--- config.mk ---
export PLATFORM = sky130hd
export DESIGN_NAME = multi_alarm_clock
export DESIGN_NICKNAME = d
export VERILOG_FILES = /design/src/rtl/alarm_clock_pkg.sv /design/src/rtl/second_tick_gen.sv /design/src/rtl/multi_alarm_clock.sv
export SDC_FILE = /design/constraint.sdc
export NUM_CORES = 1
export LEC_CHECK = 0
export ABC_AREA = 1
export BUFFER_PORTS_ARGS = -buffer_cell sky130_fd_sc_hd__buf_4
export CAP_MARGIN = 25
export CORE_MARGIN = 5
export CORE_UTILIZATION = 30
export DETAILED_ROUTE_END_ITERATION = 12
export GPL_TIMING_DRIVEN = 0
export HOLD_SLACK_MARGIN = 0.05
export SYNTH_ARGS = -nofsm -noshare
export SYNTH_HDL_FRONTEND = slang
export SYNTH_SLANG_ARGS = --single-unit
--- constraint.sdc ---
create_clock -name clock -period 2.89 [get_ports clock]
set_input_delay 0.4335 -clock clock [delete_from_list [all_inputs] [get_ports clock]]
set_output_delay 0.4335 -clock clock [all_outputs]
set_load 0.02 [all_outputs]
--- src/rtl/alarm_clock_pkg.sv ---
`default_nettype none
// ---------------------------------------------------------------------------
// alarm_clock_pkg : BCD time type, alarm FSM states and BCD helper functions
// Revision: 1.0
// ---------------------------------------------------------------------------
package alarm_clock_pkg;

  typedef struct packed {
    logic [1:0] h1;
    logic [3:0] h0;
    logic [3:0] m1;
    logic [3:0] m0;
  } bcd_time_t;

  typedef enum logic [1:0] {
    IDLE    = 2'd0,
    RINGING = 2'd1,
    SNOOZED = 2'd2
  } alarm_state_e;

  localparam bcd_time_t TIME_ZERO           = '{h1: 2'd0, h0: 4'd0, m1: 4'd0, m0: 4'd0};
  // 24:00 is never reached by the running clock, so a slot holding it never fires
  localparam bcd_time_t ALARM_DISABLED_TIME = '{h1: 2'd2, h0: 4'd4, m1: 4'd0, m0: 4'd0};

  function automatic logic bcd_time_valid(input bcd_time_t t);
    logic hour_ok;
    hour_ok = (t.h1 < 2'd2) || ((t.h1 == 2'd2) && (t.h0 <= 4'd3));
    return hour_ok && (t.h0 <= 4'd9) && (t.m1 <= 4'd5) && (t.m0 <= 4'd9);
  endfunction

  function automatic bcd_time_t bcd_time_inc_minute(input bcd_time_t t);
    bcd_time_t r;
    r = t;
    if (t.m0 != 4'd9) begin
      r.m0 = t.m0 + 4'd1;
    end else begin
      r.m0 = 4'd0;
      if (t.m1 != 4'd5) begin
        r.m1 = t.m1 + 4'd1;
      end else begin
        r.m1 = 4'd0;
        if ((t.h1 == 2'd2) && (t.h0 == 4'd3)) begin
          r.h1 = 2'd0;
          r.h0 = 4'd0;
        end else if (t.h0 == 4'd9) begin
          r.h0 = 4'd0;
          r.h1 = t.h1 + 2'd1;
        end else begin
          r.h0 = t.h0 + 4'd1;
        end
      end
    end
    return r;
  endfunction

endpackage : alarm_clock_pkg
`default_nettype wire

--- src/rtl/second_tick_gen.sv ---
`default_nettype none
// ---------------------------------------------------------------------------
// second_tick_gen : prescaler producing a one-cycle tick every CLK_FREQ_HZ cycles
// Revision: 1.0
// ---------------------------------------------------------------------------
module second_tick_gen #(
  parameter int CLK_FREQ_HZ = 100_000_000
) (
  input  logic clock,
  input  logic reset,
  input  logic clear,
  output logic tick
);

  localparam int CNT_W = (CLK_FREQ_HZ > 1) ? $clog2(CLK_FREQ_HZ) : 1;
  localparam logic [CNT_W-1:0] C_TERMINAL = CNT_W'(CLK_FREQ_HZ - 1);

  logic [CNT_W-1:0] r_cnt;

  assign tick = (r_cnt == C_TERMINAL);

  always_ff @(posedge clock) begin
    if (reset || clear) begin
      r_cnt <= '0;
    end else if (tick) begin
      r_cnt <= '0;
    end else begin
      r_cnt <= r_cnt + CNT_W'(1);
    end
  end

endmodule : second_tick_gen
`default_nettype wire

--- src/rtl/multi_alarm_clock.sv ---
`default_nettype none
// ---------------------------------------------------------------------------
// multi_alarm_clock : 24h BCD clock with NUM_ALARMS armable alarm slots.
// Optional snooze support is built when SNOOZE_EN is defined.
// Revision: 1.0
// ---------------------------------------------------------------------------
module multi_alarm_clock
  import alarm_clock_pkg::*;
#(
  parameter int CLK_FREQ_HZ = 100_000_000,
  parameter int NUM_ALARMS  = 4,
  parameter int SNOOZE_MIN  = 5,
  localparam int SEL_W      = (NUM_ALARMS > 1) ? $clog2(NUM_ALARMS) : 1
) (
  input  logic                  clock,
  input  logic                  reset,
  input  logic [1:0]            hour_in1,
  input  logic [3:0]            hour_in0,
  input  logic [3:0]            minute_in1,
  input  logic [3:0]            minute_in0,
  input  logic                  load_time,
  input  logic                  load_alarm,
  input  logic [SEL_W-1:0]      alarm_sel,
  input  logic [NUM_ALARMS-1:0] alarm_arm,
  input  logic                  STOP_alarm,
  input  logic                  snooze,
  output logic                  Alarm,
  output logic [SEL_W-1:0]      alarm_src,
  output logic                  load_err,
  output logic                  tick_1s,
  output logic [1:0]            hour_out1,
  output logic [3:0]            hour_out0,
  output logic [3:0]            minute_out1,
  output logic [3:0]            minute_out0,
  output logic [5:0]            seconds
);

  localparam int SNZ_LOAD = SNOOZE_MIN * 60;
  localparam int SNZ_W    = $clog2(SNZ_LOAD + 1);

  bcd_time_t              w_in_time;
  logic                   w_in_valid;
  logic                   w_load_time_ok;
  logic                   w_tick;
  bcd_time_t              r_time;
  logic [5:0]             r_sec;
  logic                   r_eval;
  logic                   r_load_err;
  bcd_time_t              r_slot [NUM_ALARMS];
  logic [NUM_ALARMS-1:0]  w_hit;
  logic                   w_match;
  logic [SEL_W-1:0]       w_match_idx;
  logic                   w_src_armed;
  alarm_state_e           r_state;
  alarm_state_e           w_state_nxt;
  logic [SEL_W-1:0]       r_src;
  logic [SEL_W-1:0]       w_src_nxt;

  assign w_in_time      = '{h1: hour_in1, h0: hour_in0, m1: minute_in1, m0: minute_in0};
  assign w_in_valid     = bcd_time_valid(w_in_time);
  assign w_load_time_ok = load_time && w_in_valid;

  second_tick_gen #(
    .CLK_FREQ_HZ (CLK_FREQ_HZ)
  ) u_second_tick_gen (
    .clock (clock),
    .reset (reset),
    .clear (w_load_time_ok),
    .tick  (w_tick)
  );

  always_ff @(posedge clock) begin
    if (reset) begin
      r_time     <= TIME_ZERO;
      r_sec      <= 6'd0;
      r_eval     <= 1'b0;
      r_load_err <= 1'b0;
    end else begin
      r_eval     <= w_tick;
      r_load_err <= (load_time || load_alarm) && !w_in_valid;
      if (w_load_time_ok) begin
        r_time <= w_in_time;
        r_sec  <= 6'd0;
      end else if (w_tick) begin
        if (r_sec == 6'd59) begin
          r_sec  <= 6'd0;
          r_time <= bcd_time_inc_minute(r_time);
        end else begin
          r_sec  <= r_sec + 6'd1;
        end
      end
    end
  end

  generate
    for (genvar g = 0; g < NUM_ALARMS; g++) begin : g_slot
      always_ff @(posedge clock) begin
        if (reset) begin
          r_slot[g] <= ALARM_DISABLED_TIME;
        end else if (load_alarm && w_in_valid && (alarm_sel == SEL_W'(g))) begin
          r_slot[g] <= w_in_time;
        end
      end
      assign w_hit[g] = alarm_arm[g] && (r_slot[g] == r_time);
    end
  endgenerate

  // Scan downwards so the lowest matching index is the one left standing
  always_comb begin
    w_match     = 1'b0;
    w_match_idx = '0;
    for (int i = NUM_ALARMS - 1; i >= 0; i--) begin
      if (w_hit[i]) begin
        w_match     = 1'b1;
        w_match_idx = SEL_W'(i);
      end
    end
    w_match = w_match && r_eval && (r_sec == 6'd0);
  end

  assign w_src_armed = alarm_arm[r_src];

`ifdef SNOOZE_EN
  logic [SNZ_W-1:0] r_snz_cnt;
  logic [SNZ_W-1:0] w_snz_cnt_nxt;
`else
  logic w_unused_snooze;
  assign w_unused_snooze = snooze ^ (SNZ_LOAD == 0);
`endif

  always_comb begin
    w_state_nxt = r_state;
    w_src_nxt   = r_src;
`ifdef SNOOZE_EN
    w_snz_cnt_nxt = r_snz_cnt;
`endif
    case (r_state)
      IDLE: begin
        if (!STOP_alarm && w_match) begin
          w_state_nxt = RINGING;
          w_src_nxt   = w_match_idx;
        end
      end
      RINGING: begin
        if (STOP_alarm || !w_src_armed) begin
          w_state_nxt = IDLE;
`ifdef SNOOZE_EN
        end else if (snooze) begin
          w_state_nxt   = SNOOZED;
          w_snz_cnt_nxt = SNZ_W'(SNZ_LOAD);
`endif
        end
      end
`ifdef SNOOZE_EN
      SNOOZED: begin
        if (STOP_alarm || !w_src_armed) begin
          w_state_nxt = IDLE;
        end else if (w_match) begin
          w_state_nxt = RINGING;
          w_src_nxt   = w_match_idx;
        end else if (w_tick) begin
          w_snz_cnt_nxt = r_snz_cnt - SNZ_W'(1);
          if (r_snz_cnt == SNZ_W'(1)) begin
            w_state_nxt = RINGING;
          end
        end
      end
`endif
      default: w_state_nxt = IDLE;
    endcase
  end

  always_ff @(posedge clock) begin
    if (reset) begin
      r_state <= IDLE;
      r_src   <= '0;
`ifdef SNOOZE_EN
      r_snz_cnt <= '0;
`endif
    end else begin
      r_state <= w_state_nxt;
      r_src   <= w_src_nxt;
`ifdef SNOOZE_EN
      r_snz_cnt <= w_snz_cnt_nxt;
`endif
    end
  end

  assign Alarm       = (r_state == RINGING);
  assign alarm_src   = r_src;
  assign load_err    = r_load_err;
  assign tick_1s     = w_tick;
  assign hour_out1   = r_time.h1;
  assign hour_out0   = r_time.h0;
  assign minute_out1 = r_time.m1;
  assign minute_out0 = r_time.m0;
  assign seconds     = r_sec;

endmodule : multi_alarm_clock
`default_nettype wire

======== Yosys cells after proc, flatten, opt, wreduce, memory -nomap -nowiden ========
Memories as Yosys holds them, arrays and structs flattened.
Index checks and enable logic that the tools add are counted.
Widths: inputs -> output; s select.
storage, ports and cells
  output and inout bits ................... 25
  input port bits ......................... 26
  register bits ........................... 53
  memories ................................ 1
  memory bits (writable) .................. 56
memories
  name    depth  width  rd ports  clocked after Yosys merged registers in  wr ports  line                     RTL
  r_slot  4      14     4         0                                        4         multi_alarm_clock.sv:49  bcd_time_t r_slot [NUM_ALARMS];
operators by class
  $add $sub $neg .......................... 6
  mux-type cells .......................... 42
  bitwise gates (word level) .............. 4
  eq/ne operators ......................... 20
  order comparisons ....................... 6
  reduce and logical (&&, ||, !) cells .... 40
operators with widths
  operator               count
  $mux 14                7
  $eq 14x14->1           4
  $add 27x1->27 const B  1
  $eq 27x27->1 const B   1
  $logic_and 1x1->1      19
  $mux 1                 19
  $mux 6                 3
  $mux 2                 7
  $add 4x1->4 const B    3
  $mux 4                 3
  $mux 10                1
  $eq 2x2->1 const B     4
  $le 4x4->1 const B     2
  $add 6x1->6 const B    1
  $eq 6x6->1 const B     1
  $logic_not 6->1        1
  $ne 2x1->1 const B     3
  $reduce_and 2->1       3
  $reduce_and 5->1       1
  $eq 2x1->1 const B     2
  $eq 4x2->1 const B     1
  $eq 4x4->1 const B     1
  $le 4x2->1 const B     1
  $le 4x3->1 const B     1
  17 further kinds       28

======== Logic depth before layout (Yosys ltp) ========
Gate-level depths: netlist (run 1).
  depth in word-level cells ............... 12
  mapped depth ............................ 15
  depth with buffers taken out ............ 14

======== Hierarchy ========
A second synthesis (run 1) with hierarchy kept.
second synthesis, totals
  cell total of the unflattened synthesis .. 895
  area, all modules ....................... 6178.4 um^2
by module, submodules not included
  module             times used  cells an instance  area each (um^2)
  multi_alarm_clock  1           640                4642.0
  second_tick_gen    1           255                1536.5

======== Least setup slack after synthesis (run 1) ========
Ideal clock, no wire load.
  path kind ............................... input port to flip-flop
  from .................................... input minute_in0[1]
  to ...................................... memory r_slot[0][0] in the netlist's numbering (enable)
  data required time ...................... 2.482 ns
  slack ................................... 0.360 ns
  data arrival time ....................... 2.123 ns
  path buffers ............................ 0
  library setup time ...................... 0.408 ns
  cell stages on the path ................. 7
  path through ............................ inv_1 -> a21oi_1 -> nor2_1 -> nand2_1 -> inv_1 -> nand2_1 -> o31ai_1
RTL lines
  item             line                     RTL
  start, declared  multi_alarm_clock.sv:20  input logic [3:0] minute_in0,
  end, declared    multi_alarm_clock.sv:49

==> flow_metrics.tcl, run 1 <==
set metrics [dict create \
    die_height_um 151.3 \
    rsz0062_at_grt "false" \
    clkTransAtPathRegs_ns 0.07 \
    cts_hold_buffers 0 \
    grt_pass1_vias 5065 \
    powerDensity_mw_per_mm2 439.6 \
    numCtsBuffers 9 \
    crit_arrival_ns 2.44 \
    outcome "complete, no violations" \
    reg2regPathDepth 11 \
    period_share_pct 82.29 \
    drt_pass1_iterations 5 \
    port_buffers 49 \
    drc 0 \
    io_pins 51 \
    wl_um 17040 \
    initial_core_util_pct 30.66 \
    peakVddDrop_mv 0.2602 \
    antenna_cells 0 \
    place_ws_ns 0.1372 \
    drive_above_1_share_pct 14.09 \
    fin_skew_ns 0.01416 \
    dp_hpwl_um 12810 \
    fmax_mhz 420.5 \
    post_cts_buffers 0 \
    vias 5313 \
    startpoint "minute_in0[1]" \
    grt_usage_pct 15.50 \
    die_w_um 151.3 \
    gr-total-overflow 0 \
    syn_area_mm2 0.005987 \
    finalSetupViolations 0 \
    worstMarginPinSlew_ns 0.8600 \
    cts_tree "done" \
    avgSynthCellArea_um2 7.400 \
    routedWlPerCell_um 14.88 \
    grt_max_degree 18 \
    yosys.cell_types.count 40 \
    fin_cells 1145 \
    critPathCapture "r_slot[2][7]" \
    final_cell_mix "nand2_1, nor2_1, inv_1" \
    relSlewSlack_pct 42.67 \
    gp_congestion 0.8807 \
    synthCells 809 \
    clk_latency_ns 0.35 \
    htree_levels 3 \
    ctsResizeCount 0 \
    grt_pass1_wl_um 26960 \
    p_leak_nw 3.168 \
    setup_ws_ns 0.5117 \
    cp_max_fo 8 \
    ant_nets 0 \
    ys_warn_count 0 \
    fp-row-count 51 \
    maxCapViolCount 0 \
    min_path_type "in2reg" \
    final_nets 906 \
    required_ns 2.96 \
    endpoint_kind "flop" \
    hold_violations 0 \
    dp.cells 1129 \
    cts_num_sinks 108 \
    fin_crit_ns 2.378 \
    root_buffer "clkbuf_16" \
    core_region_area_mm2 0.01953 \
    r2r-start "hour_out0[3]" \
    layout_commonest_cell "nand2_1" \
    finalMaxSlewViolations 0 \
    whs_path_depth 2 \
    synth_seq_cells 108 \
    areaGrowthSynthToFinish_pct 17.45 \
    via_per_inst 4.640 \
    startpoint_type "input port" \
    r2r_slack_ns 0.91 \
    r2r_end "r_state[0]" \
    drt_iter0_drc 410 \
    cts.path.max_buffers 2 \
    grt_antenna_before_repair 0 \
    ys_seq_area_share_pct 45.48 \
    fp.dieArea_mm2 0.02288 \
    criticalPathCategory "in2reg" \
]
-- flip-flops by register name (all words and copies together), names as in the netlist --
register	cells
minute_out1	4
r_state	1
u_second_tick_gen.r_cnt	27
minute_out0	4
r_eval	1
hour_out1	2
r_slot	56
alarm_src	2
seconds	6
hour_out0	4
load_err	1
-- final cells by class --
class                   count  area (um2)
multi-input cells         572        2766
inverters                 113       425.4
plain buffers              19       112.6
clock inverters             6       36.28
fillers                  2082       12490
well taps                 265       331.6
flip-flops and latches    108        2723
clock buffers              10       239.0
repair buffers             52       397.9
-- layer usage --
metal / vias up / global-route usage [%] / part of all wire, %
li1: 2690 / - / -
met4: 0 / 5.168 / 2.4
met2: 154 / 25.12 / 47
met3: 25 / 3.381 / 6.8
met1: 2444 / 20.51 / 44
met5: - / 0 / 0
-- synth_stat cells --
master    number  area (um2)
o21ai_4        1       16.27
inv_2          6       22.52
nand2_4        2       22.52
buf_4          2       15.01
buf_6          2       22.52
nand4_1       11       68.82
nor3b_1        6       45.04
nand3b_1       1       7.510
nor4_1         5       31.28
nor3_1         8       40.04
clkinv_2       1       5.000
nand3_2        4       40.04
inv_1        106       397.9
nor4b_1        1       8.760
ha_1           5       62.56
o21ai_0       31       155.2
or2_2          2       12.51
nand2_2        8       50.05
nand3_4        1       17.52
o21ai_1        2       10.01
xor2_1        10       87.58
o22ai_1        6       37.54
nand4_2        1       12.51
o31ai_1        4       30.03
dfxtp_1       52        1041
a21oi_2        1       8.760
nand2_1      221       829.6
nor3_4         2       32.53
buf_2         15       75.07
a21oi_1       19       95.09
xnor2_1       20       175.2
conb_1         1       3.750
o21a_1         2       15.01
nor2_2         2       12.51
nor2_1       150       563.0
edfxtp_1      56        1682
nor2_4         2       22.52
nand3_1       35       175.2
a211oi_1       3       22.52
o211ai_1       2       15.01
-- where the power goes --
part           internal (mW)  switching [mW]  total, mW  leakage, nW
clock                  0.609           0.577       1.19        0.143
sequential              1.66          0.0232       1.68        0.958
combinational         0.0768           0.146      0.222         2.07
-- critical path, stage by stage --
cell and delay (ns):
buf_4 0.10, inv_1 0.19, a21oi_1 0.10, nor2_1 0.29
nand2_1 0.09, inv_1 0.08, nand2_1 0.17, o31ai_2 0.73
buf_6 0.24
-- metrics by stage --
stage	power (mW)	cell area, um2	TNS [ns]	hold slack, ns	utilization (%)
floorplan	1.839	5998	0	0.4176	-
global placement	1.931	6698	-44.26	0.4313	34.30
detailed placement	1.941	6756	0	0.4396	34.60
CTS	3.127	7032	0	0.3278	36.01
global route	3.224	7032	0	0.3372	36.01
finish	3.091	7032	0	0.3416	36.01
-- how the worst min path moves through the flow --
stage                          startpoint                    endpoint  slack (ns)
2_1_floorplan  u_second_tick_gen.r_cnt[0]  u_second_tick_gen.r_cnt[0]        0.42
3_3_place_gp   u_second_tick_gen.r_cnt[0]  u_second_tick_gen.r_cnt[0]        0.43
3_5_place_dp   u_second_tick_gen.r_cnt[0]  u_second_tick_gen.r_cnt[0]        0.44
4_1_cts                             reset              minute_out1[2]        0.33
5_1_grt                             reset              minute_out1[2]        0.34
6_report                            reset              minute_out1[2]        0.34
-- cells by family (layout without fill, tap and decap cells) --
logic type,after synthesis,after routing,share of synthesized area [%]
AO/OA/AOI/OAI,71,71,6.771
XOR/XNOR,30,30,4.389
adder cells (fa/ha/maj),5,5,1.045
buffers and inverters,132,200,8.986
flip-flops,108,108,45.48
other,1,4,0.06264
AND/OR/NAND/NOR,462,462,33.27
No activity file was read; power rests on OpenSTA's default activity.
==> run 2: changes to the inputs <==
==> constraint.sdc (replaced) <==
create_clock -name clock -period 2.4 [get_ports clock]
set_input_delay 0.36 -clock clock [delete_from_list [all_inputs] [get_ports clock]]
set_output_delay 0.36 -clock clock [all_outputs]
set_load 0.02 [all_outputs]
==> run 2 against run 1 <==
Against the previous run: critical path depth unchanged; clock-buffer cell count stayed put; flip-flop and latch count did not move; non-clock buffer count is the same; core utilization rose by 0.071 points; sequential power is 21% higher; worst hold slack got worse by 0.072 ns; register-to-register slack worse by 0.48 ns; sequential share of layout area fell by 0.076 points; global-route usage unchanged; largest cell class unchanged.
==> flow_metrics.tcl, run 2 (synthesis results as in run 1) <==
set metrics [dict create \
    startpoint "minute_in0[1]" \
    hold_violations 0 \
    peakVddDrop_mv 0.3122 \
    vias 5298 \
    cp_max_fo 9 \
    fin_skew_ns 0.01392 \
    cts_tree "done" \
    p_leak_nw 3.169 \
    antenna_cells 0 \
    cp_num_buf_inv 4 \
    placed_area_mm2 0.006756 \
    maxCapViolCount 0 \
    cts_num_sinks 108 \
    grt_antenna_before_repair 0 \
    finalMaxSlewViolations 0 \
    drive_above_1_share_pct 14.20 \
    startpoint_type "input port" \
    setup_ws_ns 0.1621 \
    cts.path.max_buffers 2 \
    drt_pass1_iterations 5 \
    cpPeakStageDelay_ns 0.56 \
    htree_levels 3 \
    min_path_type "in2reg" \
    setup_tns_ns 0 \
    criticalPathCategory "in2reg" \
    largest-register "r_slot" \
    post_cts_buffers 0 \
    relSlewSlack_pct 41.82 \
    via_per_inst 4.627 \
    grt_usage_pct 15.50 \
    die_w_um 151.3 \
    design_area_mm2 0.007046 \
    required_ns 2.45 \
    routedWlPerCell_um 14.92 \
    fin_crit_ns 2.238 \
    core_region_area_mm2 0.01953 \
    layout_commonest_cell "nand2_1" \
    die_height_um 151.3 \
    clkTransAtPathRegs_ns 0.07 \
    grt_pass1_vias 5065 \
    final_cell_mix "nand2_1, nor2_1, inv_1" \
    endpoint_kind "flop" \
    initial_core_util_pct 30.66 \
    areaGrowthSynthToFinish_pct 17.68 \
    worstMarginPinSlew_ns 0.8727 \
    dp_hpwl_um 12810 \
    drc 0 \
    clk_latency_ns 0.35 \
    largest_register_ffs 56 \
    gr-total-overflow 0 \
    powerDensity_mw_per_mm2 528.6 \
    r2r_slack_ns 0.43 \
    final_nets 906 \
    place_ws_ns -0.2793 \
    dp.cells 1129 \
    cp_slowest_cell "o31ai_2" \
    ant_nets 0 \
    crit_arrival_ns 2.29 \
    grt_pass1_wl_um 26960 \
    port_buffers 49 \
    period_share_pct 93.25 \
    r2r-start "u_second_tick_gen.r_cnt[0]" \
    cts_hold_buffers 0 \
    fp.dieArea_mm2 0.02288 \
    postLayoutCoreUtil_pct 36.08 \
    finalSetupViolations 0 \
    outcome "complete, no violations" \
    ctsResizeCount 0 \
    fin_cells 1145 \
    gp_congestion 0.8807 \
    drt_iter0_drc 440 \
    crit_chain "buf_4, inv_1, a21oi_1, nor2_1, nand2_1, inv_1, nand2_1, o31ai_2, buf_4" \
    io_pins 51 \
    fmax_mhz 446.8 \
    numCtsBuffers 9 \
    fp-row-count 51 \
    cpLargestDelayFamily "buffers and inverters" \
    hold_start "reset" \
    grt_max_degree 18 \
    wl_um 17080 \
    root_buffer "clkbuf_16" \
]
run 2: per-stage QoR:
stage                     power, mW  hold slack (ns)
after floorplan               2.215           0.4176
after global placement        2.326           0.4313
after detailed placement      2.337           0.4396
after CTS                     3.765           0.2543
after global routing          3.884           0.2637
final                         3.724           0.2699
run 2: final timing paths:
kind                           endpoint  cells past startpoint
min                      minute_out1[2]                      2
max                        r_slot[1][5]                      9
max reg2reg              minute_out1[3]                     12
min reg2reg  u_second_tick_gen.r_cnt[0]                      1
run 2: layout make-up:
class,count,area (um2)
fill,2085,12480
multi-input combinational,572,2780
sequential,108,2723
tap,265,331.6
clock buffer,10,239.0
clock inverter,6,36.28
timing repair buffer,52,397.9
inverter,113,425.4
buffer,19,112.6
run 2: per-layer routing:
| layer | share of wire (%) | global-route usage [%] | wire [um] | vias up |
|---|---|---|---|---|
| met5 | 0 | 0 | 0 | - |
| met4 | 2.5 | 5.168 | 421 | 0 |
| met3 | 5.9 | 3.381 | 1001 | 23 |
| met2 | 47 | 25.12 | 8021 | 133 |
| met1 | 45 | 20.51 | 7634 | 2455 |
| li1 | - | - | - | 2687 |
run 2: report_power, final:
group,leakage (nW),total [mW],switching (mW),internal [mW]
clock network,0.143,1.43,0.694,0.733
registers,0.958,2.03,0.0278,2.00
logic,2.07,0.270,0.177,0.0930
